**config.mk**
```make
export PLATFORM = sky130hd
export DESIGN_NAME = fetch_queue_flat
export DESIGN_NICKNAME = d
export VERILOG_FILES = /design/src/rtl/fetch_queue_if.sv /design/src/rtl/fetch_queue.sv /design/src/flat_wrapper.sv
export SDC_FILE = /design/constraint.sdc
export NUM_CORES = 1
export LEC_CHECK = 0
export ABC_CLOCK_PERIOD_IN_PS = 3400
export BUFFER_PORTS_ARGS = -buffer_cell sky130_fd_sc_hd__buf_4
export CORE_ASPECT_RATIO = 0.8
export CORE_MARGIN = 5
export CORE_UTILIZATION = 44
export CTS_CLUSTER_DIAMETER = 60
export DETAILED_ROUTE_END_ITERATION = 7
export SYNTH_ARGS = -nofsm -noshare
export SYNTH_HDL_FRONTEND = slang
export SYNTH_SLANG_ARGS = --single-unit
```
**constraint.sdc**
```tcl
create_clock -name fq_clk -period 3.4 [get_ports fq_clk]
set_clock_uncertainty 0.05 [all_clocks]
set_input_delay 0.34 -clock fq_clk [delete_from_list [all_inputs] [get_ports fq_clk]]
set_output_delay 0.34 -clock fq_clk [all_outputs]
set_load 0.05 [all_outputs]
```
**src/rtl/fetch_queue_if.sv**
```systemverilog
// Fetch-to-decode bundle for fetch_queue.
// Master drives fetch/redirect/ID-ready; slave is the queue.
interface fetch_queue_if #(
  parameter int ADDR_W = 2
);
  logic              fetch_en;
  logic [31:0]       pc;
  logic [31:0]       inst;
  logic              flush;
  logic              fq_stop;
  logic              id_valid;
  logic              id_ready;
  logic [31:0]       id_pc;
  logic [31:0]       id_inst;
  logic [ADDR_W:0]   fq_count;

  modport master (
    output fetch_en, pc, inst, flush, id_ready,
    input  fq_stop, id_valid, id_pc, id_inst, fq_count
  );

  modport slave (
    input  fetch_en, pc, inst, flush, id_ready,
    output fq_stop, id_valid, id_pc, id_inst, fq_count
  );
endinterface

```
**src/rtl/fetch_queue.sv**
```systemverilog
// Instruction fetch queue between PC/IROM and ID.
// Define FQ_BYPASS_EN for same-cycle pass-through when empty.
module fetch_queue #(
  parameter int DEPTH  = 4,
  parameter int ADDR_W = 2
) (
  input  logic        fq_clk,
  input  logic        fq_rst,
  fetch_queue_if.slave bus
);
  localparam logic [ADDR_W:0] W_FULL = (ADDR_W+1)'(DEPTH);

  logic [31:0]       r_pc   [DEPTH];
  logic [31:0]       r_inst [DEPTH];
  logic [ADDR_W-1:0] r_rd_ptr;
  logic [ADDR_W-1:0] r_wr_ptr;
  logic [ADDR_W:0]   r_count;

  logic w_fetch;
  logic w_empty;
  logic w_full;
  logic w_byp;
  logic w_valid;
  logic w_pop;
  logic w_accept;
  logic w_rd;
  logic w_wr;

  assign w_fetch = bus.fetch_en & ~bus.flush;
  assign w_empty = (r_count == '0);
  assign w_full  = (r_count == W_FULL);

`ifdef FQ_BYPASS_EN
  assign w_byp = w_empty & w_fetch & ~fq_rst;
`else
  assign w_byp = 1'b0;
`endif

  assign w_valid  = ~fq_rst & (~w_empty | w_byp);
  assign w_pop    = w_valid & bus.id_ready;
  assign w_accept = w_fetch & (~w_full | w_pop);
  // A bypassed fetch consumed this cycle never touches storage.
  assign w_rd = w_pop & ~w_empty;
  assign w_wr = w_accept & ~(w_byp & bus.id_ready) & ~fq_rst;

  assign bus.fq_stop  = ~fq_rst & w_fetch & ~w_accept;
  assign bus.id_valid = w_valid;
  assign bus.fq_count = r_count;

  always_comb begin
    bus.id_pc   = '0;
    bus.id_inst = '0;
    unique case (1'b1)
      w_byp: begin
        bus.id_pc   = bus.pc;
        bus.id_inst = bus.inst;
      end
      w_valid: begin
        bus.id_pc   = r_pc[r_rd_ptr];
        bus.id_inst = r_inst[r_rd_ptr];
      end
      default: ;
    endcase
  end

  always_ff @(posedge fq_clk) begin
    if (w_wr) begin
      r_pc[r_wr_ptr]   <= bus.pc;
      r_inst[r_wr_ptr] <= bus.inst;
    end
  end

  always_ff @(posedge fq_clk) begin
    if (fq_rst || bus.flush) begin
      r_rd_ptr <= '0;
      r_wr_ptr <= '0;
      r_count  <= '0;
    end else begin
      if (w_wr)
        r_wr_ptr <= r_wr_ptr + ADDR_W'(1);
      if (w_rd)
        r_rd_ptr <= r_rd_ptr + ADDR_W'(1);
      unique case (1'b1)
        (w_wr & ~w_rd): r_count <= r_count + (ADDR_W+1)'(1);
        (w_rd & ~w_wr): r_count <= r_count - (ADDR_W+1)'(1);
        default: ;
      endcase
    end
  end
endmodule
```
**src/flat_wrapper.sv**
```systemverilog
// flat-port wrapper written by rule: the top's interface ports become plain ports
module fetch_queue_flat 
#(
  parameter int DEPTH  = 4,
  parameter int ADDR_W = 2
)
  (fq_clk, fq_rst, bus_fetch_en, bus_pc, bus_inst, bus_flush, bus_id_ready, bus_fq_stop, bus_id_valid, bus_id_pc, bus_id_inst, bus_fq_count);
  fetch_queue_if #(.ADDR_W(ADDR_W)) bus_i ();
  input  logic fq_clk;
  input  logic fq_rst;
  input wire logic [$bits(bus_i.fetch_en)-1:0] bus_fetch_en;
  input wire logic [$bits(bus_i.pc)-1:0] bus_pc;
  input wire logic [$bits(bus_i.inst)-1:0] bus_inst;
  input wire logic [$bits(bus_i.flush)-1:0] bus_flush;
  input wire logic [$bits(bus_i.id_ready)-1:0] bus_id_ready;
  output wire logic [$bits(bus_i.fq_stop)-1:0] bus_fq_stop;
  output wire logic [$bits(bus_i.id_valid)-1:0] bus_id_valid;
  output wire logic [$bits(bus_i.id_pc)-1:0] bus_id_pc;
  output wire logic [$bits(bus_i.id_inst)-1:0] bus_id_inst;
  output wire logic [$bits(bus_i.fq_count)-1:0] bus_fq_count;
  assign bus_i.fetch_en = bus_fetch_en;
  assign bus_i.pc = bus_pc;
  assign bus_i.inst = bus_inst;
  assign bus_i.flush = bus_flush;
  assign bus_i.id_ready = bus_id_ready;
  assign bus_fq_stop = bus_i.fq_stop;
  assign bus_id_valid = bus_i.id_valid;
  assign bus_id_pc = bus_i.id_pc;
  assign bus_id_inst = bus_i.id_inst;
  assign bus_fq_count = bus_i.fq_count;
  fetch_queue #(.DEPTH(DEPTH), .ADDR_W(ADDR_W)) u_core (.fq_clk(fq_clk), .fq_rst(fq_rst), .bus(bus_i));
endmodule
```
Yosys cells after proc, flatten, opt, wreduce, memory -nomap -nowiden

Memory sizes are Yosys's and may differ from the RTL's. A register that Yosys moved wholly into a read port is not among the register bits.
Index checks and enable logic that the tools add are counted.

Memories kept: 2
Register bits after elaboration: 7
Memory bits (writable): 256

Equal/unequal tests: 1
Add/sub/neg operators: 4
Mux-type cells: 9
Bitwise operators: 18
Reductions and logical operators: 3

Memory list:

| memory        | words | width | read ports | clocked after memory_dff | write ports | line              | RTL |
|---|---|---|---|---|---|---|---|
| u_core.r_inst | 4     | 32    | 1          | 1                        | 1           | fetch_queue.sv:14 | `logic [31:0] r_inst [DEPTH];` |
| u_core.r_pc   | 4     | 32    | 1          | 1                        | 1           | fetch_queue.sv:13 | `logic [31:0] r_pc [DEPTH];` |

Operators by type and width:

| kind                                                                | count |
|---|---|
| 32-bit two-way mux                                                  | 2 |
| 1-bit bitwise AND                                                   | 10 |
| 2-bit two-way mux                                                   | 4 |
| 1-bit inverter                                                      | 7 |
| 3-bit one-hot mux with 2 select lines                               | 1 |
| 2-bit by 1-bit adder with 2-bit output (second input constant)      | 2 |
| 3-bit by 1-bit adder with 3-bit output (second input constant)      | 1 |
| 3-bit equality test (second input constant)                         | 1 |
| 3-bit logical NOT                                                   | 1 |
| 3-bit by 1-bit subtractor with 3-bit output (second input constant) | 1 |
| 1-bit two-way mux                                                   | 2 |
| 2-bit nonzero test                                                  | 1 |
| 1-bit logical OR                                                    | 1 |
| 1-bit bitwise OR                                                    | 1 |

Depth between registers and ports, before layout

Depth in word-level cells: 10
Mapped depth: 9

Least setup slack after synthesis

No wires, ideal clock.

Kind: reg2reg
Start: register u_core.r_count[0] (netlist: u_core.bus.fq_count[0])
End: memory u_core.r_inst[2][0], enable pin
Cell stages (with the launch flop): 4
Setup time: 429 ps
Period minus slack after synthesis: 3,212 ps
Data arrival time: 2,733 ps
Slack: 188 ps
Cell sequence: dfxtp_1 nor2_1 a31oi_1 and2_1

Cells in the longest elaborated chain, start to end: 9

Ends and longest elaborated chain:

| element                                   | line              | RTL |
|---|---|---|
| from (decl)                               | fetch_queue.sv:17 | `logic [ADDR_W:0] r_count;` |
| from (signal assigned)                    | fetch_queue.sv:84 | `(w_wr & ~w_rd): r_count <= r_count + (ADDR_W+1)'(1);` |
| from (signal assigned)                    | fetch_queue.sv:85 | `(w_rd & ~w_wr): r_count <= r_count - (ADDR_W+1)'(1);` |
| 3-bit logical NOT                         | fetch_queue.sv:30 | `assign w_empty = (r_count == '0);` |
| 1-bit inverter                            | fetch_queue.sv:39 | `assign w_valid = ~fq_rst & (~w_empty \| w_byp);` |
| 1-bit bitwise AND                         | fetch_queue.sv:39 |  |
| 1-bit bitwise AND                         | fetch_queue.sv:40 | `assign w_pop = w_valid & bus.id_ready;` |
| 1-bit bitwise OR *                        | fetch_queue.sv:41 | `assign w_accept = w_fetch & (~w_full \| w_pop);` |
| 1-bit bitwise AND *                       | fetch_queue.sv:41 |  |
| 1-bit bitwise AND *                       | fetch_queue.sv:44 | `assign w_wr = w_accept & ~(w_byp & bus.id_ready) & ~fq_rst;` |
| 1-bit two-way mux *                       | fetch_queue.sv:67 | `if (w_wr) begin` |
| 1-bit two-way mux (not written as such) * | fetch_queue.sv:69 | `r_inst[r_wr_ptr] <= bus.inst;` |
| to (decl)                                 | fetch_queue.sv:14 |  |

Every way passes the cells marked *; elsewhere a longest branch is shown, timed or not.

==> impl_metrics.yaml <==
synth:
  ys_warn_count: 0
  synth_top_family_by_area: "multiplexers"
  synth-simple-area-share_pct: 5.30
  netlist_area_mm2: 0.0102
  yosysMostFrequentCell: "edfxtp_1"
  synth.avg_cell_area_um2: 21.8
  syn_nets: 543
  ys_types: 29
  post-synth-top-area-fraction_pct: 75.2
  ys_ff_latch: 265
  ys_top_cells_by_count: "edfxtp_1 (256), and2_1 (68), mux4_2 (60)"
  synth_edf_count: 256
  synth.area.top_cells: "edfxtp_1 (75%), mux4_2 (13%), and2_1 (4.2%), dfxtp_1 (1.8%), mux4_1 (1.0%)"
  ys.flop_type: "edfxtp_1"
  seq_area_frac_synth_pct: 77.0
  async_flop_share_pct: 0
  yosysTopAreaCell: "edfxtp_1"
  synth_fa_ha_area_share_pct: 0.808
  synthXorXnorAreaFrac_pct: 0.171
  synth-compound-area-share_pct: 0.539
  synth_mux_area_share_pct: 14.5
  synthCells: 468
timing:
  finalSetupViolCount: 0
  setup_tns_ns: 0
  hold_ws_ns: 0.103
  tightest_slew_ns: 0.650
  hold_viol: 0
  drv_slew: 0
  slew_headroom_pct: 56.6
  min_period_ns: 2.91
  finalCritPeriodShare_pct: 85.6
  rsz0062_at_grt: "false"
  max_freq_ghz: 0.343
cts:
  clk_pin_slew_ns: 0.07
  post_cts.repair.setup_buffers: 0
  clock_sinks: 265
  post_cts_resized: 0
  numCtsBuffers: 26
  ctsHoldBuffers: 64
  cts_root_buffer: "clkbuf_16"
  clockBufferDepth: 3
  h-tree-depth: 1
  cts_tree: "built"
  insertion_delay_ns: 0.52
floorplan:
  rows: 49
  coreArea_mm2: 0.0227
  die-area_mm2: 0.0264
  die_w_um: 180
  start_util_pct: 45.0
  die_y_um: 146
  io_pins: 138
route:
  drtAntennaViolNets: 0
  wl_per_cell_um: 20.0
  num_vias: 5168
  via_per_inst: 5.10
  drtPass1Iterations: 5
  route.detailed.drc: 0
  first_iter_violations: 302
  wl_um: 20200
grt:
  grt_pass1_vias: 5603
  grt_pass1_wl_um: 31900
  grt-ovfl-total: 0
  antenna_found_initial: 2
  grtUsageTotal_pct: 15.3
  grt_max_degree: 66
power:
  power_density_mw_per_mm2: 508
  leakage_nw: 4.49
  ir_drop_v: 0.000430
cells_and_area:
  fin_nets: 761
  syn_to_final_growth_pct: 28.6
  drive_gt1_share_pct: 36.1
  final_area_mm2: 0.0131
  instances_no_fill: 1014
placed_design:
  gp_congestion: 0.757
  placed_cell_area_mm2: 0.0117
  port_buffers: 137
  dp_hpwl_um: 11900
  dp_cells: 900
setup_path:
  crit_type: "flip-flop to output pin"
  worstSetupEndpointType: "output pin"
  critPathRequiredTime_ns: 3.01
  startpoint_type: "flip-flop"
  worstPathArrival_ns: 2.52
  cp_max_fo: 31
hold_path:
  hold_class: "input pin to flip-flop"
status:
  status: "completed"
flow_run:
  cap_violations: 0
[final timing paths]
path | end | start | slack [ns] | depth (start not counted)
worst min-delay path | u_core.r_wr_ptr[0]$_SDFFE_PP0P_ | bus_flush | 0.10 | 4
worst max-delay path | bus_id_inst[31] | flip-flop | 0.49 | 4
worst max register to register | u_core.r_pc[1][11]$_DFFE_PP_ | u_core.bus.fq_count[0]$_SDFFE_PP0P_ | 1.00 | 4
worst min register to register | flip-flop | u_core.r_rd_ptr[1]$_SDFFE_PP0P_ | 0.43 | 2
[registers in the layout, summed over array words and instances (netlist names), named ones only]
register and cells:
u_core.bus.fq_count 3, u_core.r_inst 128, u_core.r_wr_ptr 2, u_core.r_rd_ptr 2, u_core.r_pc 128
[worst max-delay path, cell delays in order, from the launching register on]
cell and delay, ns:
dfxtp_4 0.76, buf_4 0.30, mux4_1 0.56, and2_1 0.18, buf_4 0.19
[kinds of logic after synthesis]
kind of cell    Yosys count
flops                   265
fa+ha+maj                 6
simple gates             89
xor+xnor                  2
mux                      66
buf+inv                  30
compound gates           10
[layer usage]
metal / share of wire [%] / wire, um / GRT usage [%] / up-vias
li1: - / - / - / 2324
met5: 0 / 0 / 0 / -
met2: 49 / 9900 / 25.7 / 179
met3: 5.8 / 1180 / 3.13 / 35
met1: 44 / 8810 / 21.3 / 2630
met4: 1.7 / 347 / 2.76 / 0
[cells in the final DEF (no fill, tap or decap), types with 2 or more instances in the layout]
cell | synthesis | final
o21ai_0 | 2 | 2
mux4_1 | 4 | 4
nor2_1 | 7 | 6
inv_1 | 8 | 8
and2_4 | 0 | 4
clkbuf_16 | 0 | 27
dfxtp_4 | 0 | 2
and2_1 | 68 | 64
buf_12 | 0 | 5
edfxtp_1 | 256 | 256
mux2i_1 | 2 | 2
mux4_2 | 60 | 60
bufinv_16 | 0 | 2
clkinv_1 | 0 | 3
nand2_1 | 4 | 4
buf_4 | 0 | 143
ha_1 | 5 | 5
xor2_1 | 2 | 2
dlygate4sd3_1 | 0 | 64
diode_2 | 0 | 2
clkbuf_8 | 0 | 2
dfxtp_1 | 9 | 7
a21oi_1 | 5 | 5
clkinv_2 | 0 | 6
a31oi_1 | 2 | 2
or3_1 | 2 | 2
clkbuf_1 | 7 | 7
[through the flow]
stage / util, % / power (mW) / setup WS (ns)
floorplan: - / 3.78 / 0.188
global placement: 51.4 / 3.90 / 0.824
detailed placement: 51.4 / 3.91 / 0.794
CTS: 57.9 / 6.75 / 0.386
global route: 57.9 / 6.90 / 0.313
finish: 57.9 / 6.68 / 0.488
[final cells by class]
type                            count  area, um2
Sequential cell                   265       7880
Antenna cell                        2       5.00
Clock inverter                     12        109
Tap cell                          306        383
Inverter                            8       30.0
Fill cell                        1745       9550
Timing Repair Buffer              212       1810
Multi-Input combinational cell    173       2190
Clock buffer                       36        729
[power by group]
part | internal, mW | switching (mW) | leakage [nW] | total, mW
Combinational | 0.144 | 0.134 | 1.69 | 0.278
Sequential | 3.61 | 0.00911 | 2.39 | 3.62
Clock | 1.65 | 1.13 | 0.412 | 2.78
Power figures use the tool's default switching activity.
